<file path="src/rtl/sha1_pkg.sv">
// Shared constants for the sha1 core and its message padder: block geometry,
// padder FSM state codes and the FIPS 180-4 initial hash values.
package sha1_pkg;

  localparam int BLOCK_BITS  = 512;
  localparam int BLOCK_BYTES = 64;
  localparam logic [7:0] PAD_BYTE = 8'h80;
  localparam int LEN_POS = 56;

  // Padder states, kept as plain constants so older code can compare codes directly
  typedef logic [2:0] state_t;
  localparam state_t ST_FILL = 3'd0;
  localparam state_t ST_PAD  = 3'd1;
  localparam state_t ST_ZERO = 3'd2;
  localparam state_t ST_LEN  = 3'd3;
  localparam state_t ST_OUT  = 3'd4;

  localparam logic [31:0] SHA1_H0 = 32'h6745_2301;
  localparam logic [31:0] SHA1_H1 = 32'hEFCD_AB89;
  localparam logic [31:0] SHA1_H2 = 32'h98BA_DCFE;
  localparam logic [31:0] SHA1_H3 = 32'h1032_5476;
  localparam logic [31:0] SHA1_H4 = 32'hC3D2_E1F0;

  // Byte idx (0 = most significant) of the 64-bit big-endian length field
  function automatic logic [7:0] len_byte(input logic [63:0] bits, input logic [2:0] idx);
    return bits[8*(7-idx) +: 8];
  endfunction

endpackage

</file>
<file path="src/rtl/sha1_block_buf.sv">
// 64-byte block buffer: one byte written per cycle at ptr, whole-block clear,
// packed output with byte 0 in the most significant lane.
module sha1_block_buf
  import sha1_pkg::*;
(
  input  logic                  clk,
  input  logic                  reset,
  input  logic                  we,
  input  logic [5:0]            ptr,
  input  logic [7:0]            wdata,
  input  logic                  clr,
  output logic [BLOCK_BITS-1:0] data
);

  generate
    for (genvar gi = 0; gi < BLOCK_BYTES; gi++) begin : g_byte
      logic [7:0] byte_reg;

      always_ff @(posedge clk or negedge reset) begin
        if (!reset)
          byte_reg <= '0;
        else if (clr)
          byte_reg <= '0;
        else if (we && (ptr == 6'(gi)))
          byte_reg <= wdata;
      end

      assign data[BLOCK_BITS-1-8*gi -: 8] = byte_reg;
    end
  endgenerate

endmodule

</file>
<file path="src/rtl/sha1_padder.sv">
// Byte-stream to 512-bit block formatter with FIPS 180-4 padding for the sha1 core.
// Define SHA1_PAD_LEN_CHECK_EN to saturate the byte counter and raise a sticky err_len.
module sha1_padder
  import sha1_pkg::*;
#(
  parameter int CNT_W = 61
) (
  input  logic                  clk,
  input  logic                  reset,
  input  logic                  in_valid,
  input  logic [7:0]            in_data,
  input  logic                  in_last,
  input  logic                  in_nodata,
  output logic                  in_ready,
  output logic                  block_valid,
  output logic [BLOCK_BITS-1:0] block_data,
  output logic                  block_last,
  input  logic                  block_ready,
  output logic                  err_len
);

  state_t           state_reg, state_next;
  state_t           cont_reg, cont_next;
  logic [5:0]       ptr_reg, ptr_next;
  logic [CNT_W-1:0] count_reg, count_next;
  logic             in_ready_reg;
  logic             block_valid_reg;
  logic             block_last_reg, last_next;
  logic             buf_we, buf_clr;
  logic [7:0]       buf_wdata;
  logic             accept, data_beat;
  logic [63:0]      len_bits;

  assign accept    = in_valid & in_ready_reg;
  assign data_beat = accept & ~(in_last & in_nodata);
  assign len_bits  = 64'(count_reg) << 3;

  always_comb begin
    state_next = state_reg;
    cont_next  = cont_reg;
    ptr_next   = ptr_reg;
    count_next = count_reg;
    last_next  = block_last_reg;
    buf_we     = 1'b0;
    buf_wdata  = 8'h00;
    buf_clr    = 1'b0;

    case (state_reg)
      ST_FILL: begin
        if (data_beat) begin
          buf_we    = 1'b1;
          buf_wdata = in_data;
          ptr_next  = ptr_reg + 6'd1;
`ifdef SHA1_PAD_LEN_CHECK_EN
          if (!(&count_reg))
            count_next = count_reg + CNT_W'(1);
`else
          count_next = count_reg + CNT_W'(1);
`endif
          // A full block always goes out first; padding resumes afterwards if this was the end
          if (ptr_reg == 6'(BLOCK_BYTES-1)) begin
            state_next = ST_OUT;
            last_next  = 1'b0;
            cont_next  = in_last ? ST_PAD : ST_FILL;
          end else if (in_last) begin
            state_next = ST_PAD;
          end
        end else if (accept && in_last) begin
          state_next = ST_PAD;
        end
      end

      ST_PAD: begin
        buf_we    = 1'b1;
        buf_wdata = PAD_BYTE;
        ptr_next  = ptr_reg + 6'd1;
        if (ptr_reg == 6'(BLOCK_BYTES-1)) begin
          state_next = ST_OUT;
          last_next  = 1'b0;
          cont_next  = ST_ZERO;
        end else if (ptr_reg == 6'(LEN_POS-1)) begin
          state_next = ST_LEN;
        end else begin
          state_next = ST_ZERO;
        end
      end

      ST_ZERO: begin
        buf_we    = 1'b1;
        buf_wdata = 8'h00;
        ptr_next  = ptr_reg + 6'd1;
        if (ptr_reg == 6'(BLOCK_BYTES-1)) begin
          state_next = ST_OUT;
          last_next  = 1'b0;
          cont_next  = ST_ZERO;
        end else if (ptr_reg == 6'(LEN_POS-1)) begin
          state_next = ST_LEN;
        end
      end

      ST_LEN: begin
        buf_we    = 1'b1;
        buf_wdata = len_byte(len_bits, ptr_reg[2:0]);
        ptr_next  = ptr_reg + 6'd1;
        if (ptr_reg == 6'(BLOCK_BYTES-1)) begin
          state_next = ST_OUT;
          last_next  = 1'b1;
          cont_next  = ST_FILL;
        end
      end

      ST_OUT: begin
        if (block_ready) begin
          buf_clr    = 1'b1;
          ptr_next   = 6'd0;
          state_next = cont_reg;
          last_next  = 1'b0;
          if (block_last_reg) begin
            count_next = '0;
            state_next = ST_FILL;
          end
        end
      end

      default: begin
        state_next = ST_FILL;
        ptr_next   = 6'd0;
      end
    endcase
  end

  always_ff @(posedge clk or negedge reset) begin
    if (!reset) begin
      state_reg       <= ST_FILL;
      cont_reg        <= ST_FILL;
      ptr_reg         <= 6'd0;
      count_reg       <= '0;
      in_ready_reg    <= 1'b0;
      block_valid_reg <= 1'b0;
      block_last_reg  <= 1'b0;
    end else begin
      state_reg       <= state_next;
      cont_reg        <= cont_next;
      ptr_reg         <= ptr_next;
      count_reg       <= count_next;
      in_ready_reg    <= (state_next == ST_FILL);
      block_valid_reg <= (state_next == ST_OUT);
      block_last_reg  <= last_next;
    end
  end

`ifdef SHA1_PAD_LEN_CHECK_EN
  logic err_len_reg;

  always_ff @(posedge clk or negedge reset) begin
    if (!reset)
      err_len_reg <= 1'b0;
    else if (data_beat && (&count_reg))
      err_len_reg <= 1'b1;
  end

  assign err_len = err_len_reg;
`else
  assign err_len = 1'b0;
`endif

  sha1_block_buf u_buf (
    .clk   (clk),
    .reset (reset),
    .we    (buf_we),
    .ptr   (ptr_reg),
    .wdata (buf_wdata),
    .clr   (buf_clr),
    .data  (block_data)
  );

  assign in_ready    = in_ready_reg;
  assign block_valid = block_valid_reg;
  assign block_last  = block_last_reg;

endmodule

</file>
<file path="config.mk">
export PLATFORM = sky130hd
export DESIGN_NAME = sha1_padder
export DESIGN_NICKNAME = d
export VERILOG_FILES = /design/src/rtl/sha1_pkg.sv /design/src/rtl/sha1_block_buf.sv /design/src/rtl/sha1_padder.sv
export SDC_FILE = /design/constraint.sdc
export NUM_CORES = 1
export LEC_CHECK = 0
export CORE_AREA = 2 2 252 254
export CTS_BUF_LIST = sky130_fd_sc_hd__clkbuf_4 sky130_fd_sc_hd__clkbuf_8 sky130_fd_sc_hd__clkbuf_16
export DETAILED_ROUTE_END_ITERATION = 12
export DIE_AREA = 0 0 254 256
export PLACE_DENSITY = 0.67
export SLEW_MARGIN = 5
export SYNTH_ARGS = -nofsm -noshare
export SYNTH_HDL_FRONTEND = slang
export SYNTH_SLANG_ARGS = --single-unit
export TNS_END_PERCENT = 100
</file>
<file path="constraint.sdc">
create_clock -name clk -period 2.7 [get_ports clk]
set_clock_uncertainty 0.2 [all_clocks]
set_input_delay 0.54 -clock clk [delete_from_list [all_inputs] [get_ports clk]]
set_output_delay 0.54 -clock clk [all_outputs]
set_load 0.05 [all_outputs]
</file>
==> results of run 1 <==
==> metal layers <==
| metal | track usage [%] | vias up | wire length (microns) |
|---|---|---|---|
| met5 | 0 | - | 0 |
| met4 | 7.35 | 0 | 2240 |
| met3 | 4.56 | 119 | 4470 |
| met2 | 43.4 | 557 | 42100 |
| met1 | 31.9 | 9389 | 33100 |
| li1 | - | 7775 | - |
==> power breakdown <==
group	switching, mW	internal (mW)	leakage [nW]	total [mW]
Sequential	1.22	10.5	8.06	11.8
Clock	3.51	5.37	1.07	8.88
Combinational	10.4	5.46	6.69	15.8
==> worst reg2reg max path: cells and delay by family (launching register included) <==
kind            cells  cell delay, ns
flops               1            0.41
mux                 3            1.14
compound gates      1            0.30
buf+inv             2            0.43
==> cell type report <==
class	count	area, sq um	share of cell area [%]
sequential	587	14700	42.3
multi-input combinational	1024	9220	26.6
timing repair buffer	702	7440	21.4
clock buffer	84	1760	5.06
tap	846	1060	3.05
clock inverter	23	363	1.05
inverter	46	173	0.498
==> kinds of logic after synthesis <==
group	count (synthesis)	share of synthesized area, %
and+or+nand+nor	253	5.72
other	1	0.0152
xor gates and xnor gates	8	0.284
adders and majority gates	6	0.305
buffers and inverters	157	3.17
DFF	587	59.6
AOI/OAI and AO/OA	283	8.69
muxes	473	22.2
==> layout by cell type (no fill, tap or decap), drive strengths merged, types with 27 or more instances in the layout <==
| cell type | Yosys | layout |
|---|---|---|
| a21oi | 78 | 78 |
| o21ai | 78 | 78 |
| nor2 | 37 | 37 |
| inv | 46 | 47 |
| mux2 | 454 | 454 |
| clkbuf | 58 | 84 |
| clkdlybuf4s50 | 0 | 521 |
| o31ai | 27 | 27 |
| nand3 | 34 | 34 |
| o22ai | 33 | 33 |
| buf | 53 | 174 |
| dfrtp | 587 | 587 |
| nand2 | 52 | 52 |
==> metrics by stage <==
| step | instance area [sq um] | std cells | utilization, % | TNS, ns | setup WS (ns) |
|---|---|---|---|---|---|
| 5_1_grt | 34700 | 3312 | 55.6 | 0 | 0.00605 |
| 3_5_place_dp | 32500 | 3203 | 52.2 | -131.74 | -0.439 |
| 3_3_place_gp | 32500 | 3203 | 52.2 | -129.53 | -0.420 |
| 6_report | 34700 | 3312 | 55.6 | 0 | 0.0429 |
| 4_1_cts | 34700 | 3311 | 55.6 | 0 | 0.00518 |
| 2_1_floorplan | 24600 | 1768 | - | 0 | 0.0491 |
==> path summary, 6_finish.rpt <==
| kind | start | end | slack, ns | depth (start not counted) |
|---|---|---|---|---|
| min in group clk | u_buf.g_byte[49].byte_reg[7] | u_buf.g_byte[49].byte_reg[7] | 0.29 | 1 |
| max reg2reg | ptr_reg[0] | u_buf.g_byte[63].byte_reg[4] | 0.11 | 6 |
| max | u_buf.g_byte[26].byte_reg[5] | block_data[301] | 0.04 | 1 |
| min reg2reg | u_buf.g_byte[49].byte_reg[7] | u_buf.g_byte[49].byte_reg[7] | 0.29 | 1 |
| max in group asynchronous | reset | u_buf.g_byte[61].byte_reg[7] | 1.14 | 4 |
| min | reset | u_buf.g_byte[55].byte_reg[0] | 0.21 | 2 |
==> repair_timing <==
action / CTS / global route
setup endpoints to repair: 8 / 28
buffers inserted: 0 / 1
hold buffers: 1 / 0
resized for setup: 4 / 7
pin swaps: 0 / 0
hold endpoints to repair: 31 / 0
==> reports/results.txt, run 1 <==
run status - finished, final reports clean
post-synth top area cell - dfrtp_1
Clk pin slew, worst setup/hold paths - 0.06 ns
Worst Tran Pin Value - 0.646 ns
Yosys top cell area share - 59.6%
CP arrival - 1.92 ns
H-Tree Depth - 2
crit-path cells - clkdlybuf4s50_1
Iteration-0 DRC Markers - 1186
pin count of the biggest net entering global routing - 55
Worst Setup Path Type - reg -> out
die area - 0.0650 sq mm
Worst-Skew Late Latency - 0.62 ns
final setup vio count - 0
Area growth syn-to-layout - 40.9%
Die Ht - 256 microns
Routed Wire Length - 81900 microns
IO Count - 530
DR vias - 17800
Post-synth EDFFs - 0
final worst path period need - 2.66 ns
final net count - 2441
LEAKAGE - 15.8 nW
Pre-antenna DRT Iters - 5
Synth Register Bits - 587
endpoint class of the critical path - output port
CP bufs+invs - 1
vias in the first global route - 18500
share of layout cells above drive strength 1 - 33.5%
Unique masters post-synth - 69
Final Wtd Congestion - 0.862
cells after synthesis - 1768
CP max stage delay - 0.85 ns
Synthesized Nets - 1788
synth top area cells - dfrtp_1, mux2_2, mux4_2
Netlist Area Pre-Place - 0.0246 sq mm
slowest CP cell - clkdlybuf4s50_1
RSZ-0062 raised after global routing - no
Hold WC Path Type - in -> async
antenna violations before repair - 0
Overflow after GRT - 0
hold slack - 0.214 ns
diode count - 0
max-cap violations - 0
Die Wd - 254 microns
period utilization - 98.4%
dpl hpwl - 58700 microns
Starting Density - 39.5%
Primary FF master, synth - dfrtp_1
Hold Violations, Final - 0
clock root cell - clkbuf_16
CTS sink count - 587
FFs w/ async S/R, synth - 100%
Total GRT Usage - 25.0%
drt drc - 0
TritonCTS clock tree - yes
Startpoint Class - register
fillcell total - 5087
synthesis warning total - 0
Power Density - 1050 mW/mm^2
first-pass GRT wire length - 123000 microns
sequential area share after synthesis - 59.6%
max-slew violation count - 0
Fmax - 376 MHz
Num CTS Buffers - 60
num rows - 92
Core Box Area - 0.0624 sq mm
Port Buffers - 528
Power, Total - 36.5 mW
post-route ant nets - 0
worst path required time - 1.96 ns
Crit path max-delay family - buffers and inverters
Avg WL per Cell - 24.7 microns
relative max-transition margin - 56.8%
flip-flop count of the largest register after layout - 512
most numerous cell in the Yosys netlist - dfrtp_1
crit-path max FO - 2
clk buf depth - 3
Worst VDD drop - 0.535 mV
post-synthesis area per instance - 13.9 sq um
Via density - 5.39
Post-synth top cells - dfrtp_1, mux2_2, a21oi_1
(Power assumes the default switching activity.)
==> run 2, diff against run 1 <==
--- a/config.mk
+++ b/config.mk
@@ -5,13 +5,15 @@
 export SDC_FILE = /design/constraint.sdc
 export NUM_CORES = 1
 export LEC_CHECK = 0
-export CORE_AREA = 2 2 252 254
+export CAP_MARGIN = 10
+export CORE_AREA = 2 2 266 268
 export CTS_BUF_LIST = sky130_fd_sc_hd__clkbuf_4 sky130_fd_sc_hd__clkbuf_8 sky130_fd_sc_hd__clkbuf_16
 export DETAILED_ROUTE_END_ITERATION = 12
-export DIE_AREA = 0 0 254 256
-export PLACE_DENSITY = 0.67
+export DIE_AREA = 0 0 268 270
+export PLACE_DENSITY = 0.66
 export SLEW_MARGIN = 5
 export SYNTH_ARGS = -nofsm -noshare
 export SYNTH_HDL_FRONTEND = slang
+export SYNTH_HIERARCHICAL = 1
 export SYNTH_SLANG_ARGS = --single-unit
 export TNS_END_PERCENT = 100
==> run 2 against run 1 <==
Wire length grew 8.7%. Worst setup slack gained 0.045 ns. Register-to-register slack gained 0.09 ns. Sequential share of layout area shrank 3.0 points. Largest cell class unchanged. Largest power group is now registers. Highest routed layer unchanged.
==> reports/results.txt, run 2 <==
setup TNS - 0 ns (unchanged)
Synth Register Bits - 587 (unchanged)
Unique masters post-synth - 66 (was 69)
IO Count - 530 (unchanged)
Hold Violations, Final - 0 (unchanged)
Crit path max-delay family - buffers and inverters (unchanged)
Top Usage Layer GRT - met2 (unchanged)
Startpoint Class - register (unchanged)
final setup vio count - 0 (unchanged)
Netlist Area Pre-Place - 0.0275 sq mm (was 0.0246 sq mm)
cells after synthesis - 2275 (was 1768)
Num CTS Buffers - 66 (was 60)
Core Box Area - 0.0695 sq mm (was 0.0624 sq mm)
Synthesized Nets - 2291 (was 1788)
Clk pin slew, worst setup/hold paths - 0.06 ns (about the same)
pin count of the biggest net entering global routing - 95 (was 55)
synth top area cells - dfrtp_1, mux2i_1, nand2b_1 (was dfrtp_1, mux2_2, mux4_2)
CP bufs+invs - 1 (unchanged)
Power, Total - 26.9 mW (was 36.5 mW)
fillcell total - 5924 (was 5087)
FFs w/ async S/R, synth - 100% (unchanged)
fin worst setup slack - 0.0879 ns (was 0.0429 ns)
Routed Wire Length - 89100 microns (was 81900 microns)
flip-flop count of the largest register after layout - 512 (unchanged)
Reg area - 0.0147 sq mm (about the same)
Layout Cells excl Fill - 3839 (was 3312)
CP max stage delay - 0.91 ns (was 0.85 ns)
LEAKAGE - 18.6 nW (was 15.8 nW)
CTS sink count - 587 (unchanged)
clock root cell - clkbuf_16 (unchanged)
H-Tree Depth - 3 (was 2)
final net count - 2870 (was 2441)
Pre-antenna DRT Iters - 5 (unchanged)
most common cell after layout, fill and taps aside - dfrtp_1 (unchanged)
end of the worst register-to-register path - count_reg[58] (was u_buf.g_byte[63].byte_reg[4])
Primary FF master, synth - dfrtp_1 (unchanged)
crit-path max FO - 2 (unchanged)
Port Buffers - 528 (unchanged)
Iteration-0 DRC Markers - 1294 (was 1186)
max-cap violations - 0 (unchanged)
slowest CP cell - clkdlybuf4s50_1 (unchanged)
most numerous cell in the Yosys netlist - dfrtp_1 (unchanged)
Fmax - 383 MHz (was 376 MHz)
Total GRT Usage - 24.6% (was 25.0%)
Hold WC Path Type - in -> async (unchanged)
Post-synth EDFFs - 0 (unchanged)
first-pass GRT wire length - 135000 microns (was 123000 microns)
Power Density - 721 mW/mm^2 (was 1050 mW/mm^2)
Die Wd - 268 microns (was 254 microns)
CP arrival - 1.87 ns (was 1.92 ns)
Final Wtd Congestion - 0.873 (was 0.862)
Yosys top cell area share - 53.3% (was 59.6%)
Area growth syn-to-layout - 35.5% (was 40.9%)
sequential area share after synthesis - 53.3% (was 59.6%)
# placed instances - 3720 (was 3203)
M1 GR Usage - 32.0% (was 31.9%)
GR Layer Usage met3 - 5.13% (was 4.56%)
post-synth top area cell - dfrtp_1 (unchanged)
worst path required time - 1.96 ns (about the same)
Overflow after GRT - 0 (unchanged)
post-synthesis area per instance - 12.1 sq um (was 13.9 sq um)
share of layout cells above drive strength 1 - 13.1% (was 33.5%)
most frequent cells in the layout - dfrtp_1, clkdlybuf4s50_1, mux2i_1 (was dfrtp_1, clkdlybuf4s50_1, mux2_2)
Setup WS pre-CTS - -0.554 ns (was -0.439 ns)
Worst Setup Path Type - reg -> out (unchanged)
multi-input logic area - 0.0121 sq mm (was 0.00922 sq mm)
run status - finished, final reports clean (unchanged)
met2 usage - 40.3% (was 43.4%)
hold slack - 0.237 ns (was 0.214 ns)
dpl hpwl - 61300 microns (was 58700 microns)
TritonCTS clock tree - yes (unchanged)
synthesis warning total - 6 (was 0)
WP depth - 1 (unchanged)
crit-path cells - clkdlybuf4s50_1 (unchanged)
drt drc - 0 (unchanged)
die area - 0.0724 sq mm (was 0.0650 sq mm)
Worst Tran Pin Value - 0.769 ns (was 0.646 ns)
Starting Density - 39.6% (was 39.5%)
Post-synth top cells - dfrtp_1, nand2b_1, mux2i_1 (was dfrtp_1, mux2_2, a21oi_1)
vias in the first global route - 20900 (was 18500)
CP Launch Point - u_buf/g_byte[6].byte_reg[6] (was u_buf.g_byte[26].byte_reg[5])
Via density - 5.18 (was 5.39)
Die Ht - 270 microns (was 256 microns)
RSZ-0062 raised after global routing - no (unchanged)
final worst path period need - 2.61 ns (was 2.66 ns)
Worst-Skew Late Latency - 0.61 ns (was 0.62 ns)
R2R depth - 7 (was 6)
clk buf depth - 3 (unchanged)
period utilization - 96.7% (was 98.4%)
Avg WL per Cell - 23.2 microns (was 24.7 microns)
endpoint class of the critical path - output port (unchanged)
flop-to-flop setup slack - 0.20 ns (was 0.11 ns)
post-route ant nets - 0 (unchanged)
num rows - 97 (was 92)
reg2reg start - count_reg[0] (was ptr_reg[0])
Worst VDD drop - 0.520 mV (was 0.535 mV)
relative max-transition margin - 48.6% (was 56.8%)
crit path to - block_data[462] (was block_data[301])
DR vias - 19900 (was 17800)
diode count - 0 (unchanged)
max-slew violation count - 0 (unchanged)
antenna violations before repair - 0 (unchanged)
==> run 2: cell types whose count changed in the layout (fill, tap and decap cells not counted), sizes merged, moves of 25 or more <==
cell | previous run | this run
inv | 47 | 10
nand2b | 3 | 522
a21oi | 78 | 43
o21ai | 78 | 33
nand2 | 52 | 98
mux2i | 6 | 521
buf | 174 | 149
mux2 | 454 | 2
o22ai | 33 | 0
==> run 2: cells by family (layout without fill, tap and decap cells) <==
family | count (synthesis) | after routing | synth area share, %
DFF | 587 | 587 | 53.3
other | 1 | 1 | 0.0136
buffers and inverters | 173 | 797 | 2.88
adders and majority gates | 2 | 2 | 0.0908
xor gates and xnor gates | 22 | 22 | 0.699
and+or+nand+nor | 822 | 822 | 19.8
AOI/OAI and AO/OA | 132 | 132 | 3.07
muxes | 536 | 536 | 20.1
==> run 2: cell type report <==
class,instances,share of cell area [%]
Clock inverter,19,0.530
Sequential cell,587,39.4
Multi-Input combinational cell,1515,32.5
Inverter,7,0.0905
Timing Repair Buffer,677,19.0
Clock buffer,94,5.33
Tap cell,940,3.15
==> run 2: through the flow <==
| step | util, % | instance area, sq um |
|---|---|---|
| after detailed placement | 50.4 | 35100 |
| after global placement | 50.4 | 35100 |
| final | 53.7 | 37300 |
| after global routing | 53.7 | 37300 |
| after CTS | 53.6 | 37200 |
| after floorplan | - | 27600 |
==> run 2: routing by layer <==
metal,vias up,part of all wire (%)
li1,8944,-
met1,10300,43
met2,542,48
met3,140,5.5
met4,0,3.6
met5,-,0
==> run 2: power breakdown <==
group | switching [mW] | total [mW] | internal (mW)
clock | 3.70 | 9.04 | 5.34
combinational | 5.20 | 7.97 | 2.77
sequential | 0.481 | 9.90 | 9.41
total | 9.38 | 26.9 | 17.5
==> run 2: worst min path at each step <==
| stage | from | endpoint | slack [ns] | depth (start not counted) |
|---|---|---|---|---|
| after detailed placement | reset | u_buf/g_byte[58].byte_reg[0] | 0.29 | 1 |
| after CTS | reset | u_buf/g_byte[58].byte_reg[0] | 0.22 | 2 |
| after global routing | reset | u_buf/g_byte[58].byte_reg[0] | 0.25 | 2 |
| final | reset | u_buf/g_byte[58].byte_reg[0] | 0.24 | 2 |
| after floorplan | reset | block_last | 0.04 | 0 |
| after global placement | reset | u_buf/g_byte[58].byte_reg[0] | 0.29 | 1 |
==> run 2: timing repair <==
action / CTS / global route
hold buffers: 1 / 0
hold endpoints to repair: 30 / 0
resized for setup: 1 / 5
endpoints found under the setup margin: 1 / 233
buffers inserted: 0 / 5
